### src/rtl/fifo_rd_ctrl.sv
// fifo_rd_ctrl: read-side controller of the async FIFO.
// Synchronises the Gray write pointer into rd_clk through two flops, and keeps
// the binary and Gray read pointers. It raises rd_empty conservatively and pulses
// rd_err when a read is requested while the FIFO is empty.
// Optional feature: define FIFO_RD_LEVEL_EN to add rd_level and rd_almost_empty.
module fifo_rd_ctrl #(
  parameter int ADDR_WIDTH = 4,
  parameter int AE_THRESH  = 2
) (
  input  logic                  rd_clk,
  input  logic                  rd_rst_n,
  input  logic                  rd_en,
  input  logic [ADDR_WIDTH:0]   wr_ptr_gray,
  output logic [ADDR_WIDTH-1:0] rd_addr,
  output logic [ADDR_WIDTH:0]   rd_ptr_gray,
  output logic                  rd_empty,
`ifdef FIFO_RD_LEVEL_EN
  output logic                  rd_err,
  output logic [ADDR_WIDTH:0]   rd_level,
  output logic                  rd_almost_empty
`else
  output logic                  rd_err
`endif
);

  localparam int PW = ADDR_WIDTH + 1;

  logic [PW-1:0] wq1;
  logic [PW-1:0] wq2;
  logic [PW-1:0] rd_bin;
  logic [PW-1:0] rd_bin_nxt;
  logic [PW-1:0] rd_gray_nxt;
  logic          rd_inc;

  // A read only advances the pointer when there is something to read
  assign rd_inc      = rd_en & ~rd_empty;
  assign rd_bin_nxt  = rd_bin + {{ADDR_WIDTH{1'b0}}, rd_inc};
  assign rd_gray_nxt = rd_bin_nxt ^ (rd_bin_nxt >> 1);
  assign rd_addr     = rd_bin[ADDR_WIDTH-1:0];

  // Two-flop synchroniser; wq2 is the only view of the write pointer used here
  always_ff @(posedge rd_clk) begin
    if (!rd_rst_n) begin
      wq1 <= '0;
      wq2 <= '0;
    end else begin
      wq1 <= wr_ptr_gray;
      wq2 <= wq1;
    end
  end

  // Read pointers, the empty flag and the underflow pulse all move together
  always_ff @(posedge rd_clk) begin
    if (!rd_rst_n) begin
      rd_bin      <= '0;
      rd_ptr_gray <= '0;
      rd_empty    <= 1'b1;
      rd_err      <= 1'b0;
    end else begin
      rd_bin      <= rd_bin_nxt;
      rd_ptr_gray <= rd_gray_nxt;
      rd_empty    <= (rd_gray_nxt == wq2);
      rd_err      <= rd_en & rd_empty;
    end
  end

`ifdef FIFO_RD_LEVEL_EN
  localparam logic [PW-1:0] AE_LIMIT = PW'(AE_THRESH);

  logic [PW-1:0] wq2_bin;
  logic [PW-1:0] rd_level_nxt;

  // The level needs the synchronised write pointer back in binary form
  function automatic logic [PW-1:0] gray2bin(input logic [PW-1:0] g);
    logic [PW-1:0] b;
    b[PW-1] = g[PW-1];
    for (int i = PW - 2; i >= 0; i--) begin
      b[i] = b[i+1] ^ g[i];
    end
    return b;
  endfunction

  assign wq2_bin      = gray2bin(wq2);
  assign rd_level_nxt = wq2_bin - rd_bin_nxt;

  // The level flags update on the same edge as rd_empty, so all three stay coherent
  always_ff @(posedge rd_clk) begin
    if (!rd_rst_n) begin
      rd_level        <= '0;
      rd_almost_empty <= 1'b1;
    end else begin
      rd_level        <= rd_level_nxt;
      rd_almost_empty <= (rd_level_nxt <= AE_LIMIT);
    end
  end
`endif

endmodule

### config.mk
export PLATFORM = sky130hd
export DESIGN_NAME = fifo_rd_ctrl
export DESIGN_NICKNAME = d
export VERILOG_FILES = /design/src/rtl/fifo_rd_ctrl.sv
export SDC_FILE = /design/constraint.sdc
export NUM_CORES = 1
export LEC_CHECK = 0
export ABC_AREA = 1
export BUFFER_PORTS_ARGS = -buffer_cell sky130_fd_sc_hd__clkbuf_2
export CORE_MARGIN = 8
export CORE_UTILIZATION = 46
export CTS_CLUSTER_SIZE = 12
export DETAILED_ROUTE_END_ITERATION = 12
export PLACE_DENSITY = 0.72
export SETUP_SLACK_MARGIN = 0.02
export SYNTH_ARGS = -nofsm -noshare
export SYNTH_HDL_FRONTEND = slang
export SYNTH_SLANG_ARGS = --single-unit
### constraint.sdc
create_clock -name rd_clk -period 1.72 [get_ports rd_clk]
set_clock_uncertainty 0.1 [all_clocks]
set_input_delay 0.344 -clock rd_clk [delete_from_list [all_inputs] [get_ports rd_clk]]
set_output_delay 0.344 -clock rd_clk [all_outputs]
set_load 0.03 [all_outputs]
==> results.txt <==
Run status = finished, final reports clean
CTS Buffer Depth = 2
Num CTS Buffers = 3
Post-synthesis cell area = 887 sq um
Total of max-cap violations = 0
Die W = 59.9 um
Gr ovfl total = 0
Buf+Inv Stages, Crit Path = 0
Clk_lat worst skew = 0.30 ns
Routed len/inst = 9.81 um
Sequential area share after synthesis = 47.4%
Placer Congestion = 0.903
Number of diodes = 0
Largest area contributor in the netlist = dfxtp_1
HP Class = in -> reg
Pwr Total = 910 uW
Yosys top cell area share = 47.4%
Synth cell types = 14
Area contributors post-synth = dfxtp_1, nand2_1, inv_1
Synthesis warning total = 0
Slew Viols, Final = 0
Fin crit share = 94.4%
Layout cells sized above 1 = 31.3%
Dpl ws = -0.0893 ns
Worst EP arrival = 1.72 ns
Fin nets = 161
Worst setup margin = 0.0970 ns
Worst setup SP type = register
Root Driver = clkbuf_4
Crit-path leading delay family = simple AND/OR/NAND/NOR gates
Post-Synthesis Mean Instance Area = 7.15 sq um
Starting DRC count in detailed routing = 16
Final setup fails = 0
I/O pin total = 19
Slowest cell on crit path = dfxtp_4
Vias in the first global route = 746
# rows = 16
Seq cells post-synth = 21
Syn Inst Count = 124
CTS clock-pin slew for the worst setup and hold paths = 0.11 ns
Max-slew headroom = 75.6%
Post-detail-place hpwl = 1.32 mm
Area of the core region = 0.00188 sq mm
Crit-path max FO = 6
DR vias/cell = 4.53
Crit end category = register
Worst Tran Pin Value = 0.365 ns
Post-synth EDFFs = 0
CP Class = reg -> reg
Worst path cell trace = nor2_4 > ha_4 > ha_4 > nand2_1 > nand2_4 > nand2_2 > nand2_1 > nand2_1 > nand2_1 > nor2_1 > nand3_1 > nand2_1
RSZ-0062 raised after global routing = no
Max Clk Rate = 0.616 GHz
DRC Markers = 0
Num Clock Sinks = 21
Post-synth top flop = dfxtp_1
Area grow syn2layout = 27.9%
IO buf count = 18
First-pass DRT Iterations = 4
DIE AREA = 0.00359 sq mm
Initial antenna violation count = 0
TritonCTS clock tree = yes
Worst path max stage delay = 0.37 ns
Setup tns final = 0 ns
Via count = 801
Cell area power density = 802 mW/mm^2
Post-synth net total = 134
Fillers = 177
Min Tclk post-route = 1.62 ns
Fin. Hold Viols = 0
H-tree lvl count = 1
Cell with the most instances after synthesis = nand2_1
Post-synth top cells = nand2_1, inv_1, dfxtp_1
Total GRT Usage = 10.2%
Detail Route Antenna Nets = 0
Initial core utilization = 47.1%
Cell mode on critical path = nand2_1
Cell leakage power = 0.000613 uW
Worst VDD drop = 668 uV
CP required = 1.82 ns
Async S/R FF share, synth = 0%
Routed WL = 1.74 mm
Die Ht = 59.9 um
Largest net degree at the start of global routing = 15
First-pass GRT wire length = 2.71 mm
kinds of logic after synthesis:
family	count (synthesis)	share of synthesized area (%)
and+or+nand+nor	70	35.3
AOI/OAI and AO/OA	4	2.26
DFF	21	47.4
buffers and inverters	27	12.3
adders and majority gates	2	2.82
final cells by class:
| cell class | instances | area, sq um | share of cell area (%) |
|---|---|---|---|
| Sequential cell | 21 | 425 | 37.5 |
| Multi-Input combinational cell | 76 | 420 | 37.0 |
| Timing Repair Buffer | 24 | 135 | 11.9 |
| Inverter | 25 | 93.8 | 8.27 |
| Tap cell | 27 | 33.8 | 2.98 |
| Clock buffer | 4 | 26.3 | 2.32 |
path summary, 6_finish.rpt:
| kind | start | to | slack [ns] | cells after the start |
|---|---|---|---|---|
| max reg2reg | rd_empty | rd_empty | 0.1 | 12 |
| min | wr_ptr_gray[3] | wq1[3] | 0.11 | 3 |
| max | rd_empty | rd_empty | 0.1 | 12 |
| min reg2reg | wq1[4] | wq2[4] | 0.32 | 2 |
layout by cell type, fill, tap and decap left out:
cell,netlist,final
nand2_1,40,38
inv_1,23,22
dfxtp_1,21,19
clkbuf_2,0,18
nand3_1,12,9
nand2_2,6,6
buf_4,0,6
nor2_1,6,5
nand4_1,4,4
nand3_2,1,4
a21oi_1,4,4
inv_2,2,3
clkbuf_4,0,3
nand2_4,0,2
ha_4,0,2
nor2_4,0,1
nand3b_1,1,1
clkbuf_1,1,1
dfxtp_2,0,1
dfxtp_4,0,1
registers in the layout, indices dropped and copies added, names as in the netlist:
name / count
wq1: 5
rd_bin: 4
rd_empty: 1
rd_ptr_gray: 5
rd_err: 1
wq2: 5
worst min-delay path, stage by stage:
cell	delay, ns
clkbuf_2	0.07
nand2_1	0.04
inv_1	0.04
power breakdown:
part	internal [uW]	switching (uW)	total [uW]
registers	513	14.4	527
logic	65.2	87.7	153
clock network	90.6	139	230
total	669	241	910
per-stage QoR:
stage / utilization [%] / hold slack [ns] / instances / area, sq um
floorplan: - / 0.290 / 124 / 905
global placement: 55.9 / 0.293 / 172 / 1050
detailed placement: 55.9 / 0.301 / 172 / 1050
CTS: 57.4 / 0.101 / 176 / 1080
global route: 60.3 / 0.107 / 177 / 1130
finish: 60.3 / 0.110 / 177 / 1130
layer usage:
metal | wire length [um] | vias up | part of all wire, % | GRT usage, %
li1 | - | 426 | - | -
met3 | 80 | 5 | 4.6 | 2.15
met4 | 52 | 0 | 3.0 | 9.52
met2 | 856 | 18 | 49 | 17.7
met1 | 746 | 352 | 43 | 9.80
met5 | 0 | - | 0 | 0
what timing repair did:
item                       4_1_cts  5_1_grt
hold buffers                     0        0
setup buffers                    0        1
pin swaps                        0        7
cloned                           0        0
setup endpoints to repair        1        1
gates resized for setup          1       11
No activity file was read; power rests on OpenSTA's default activity.
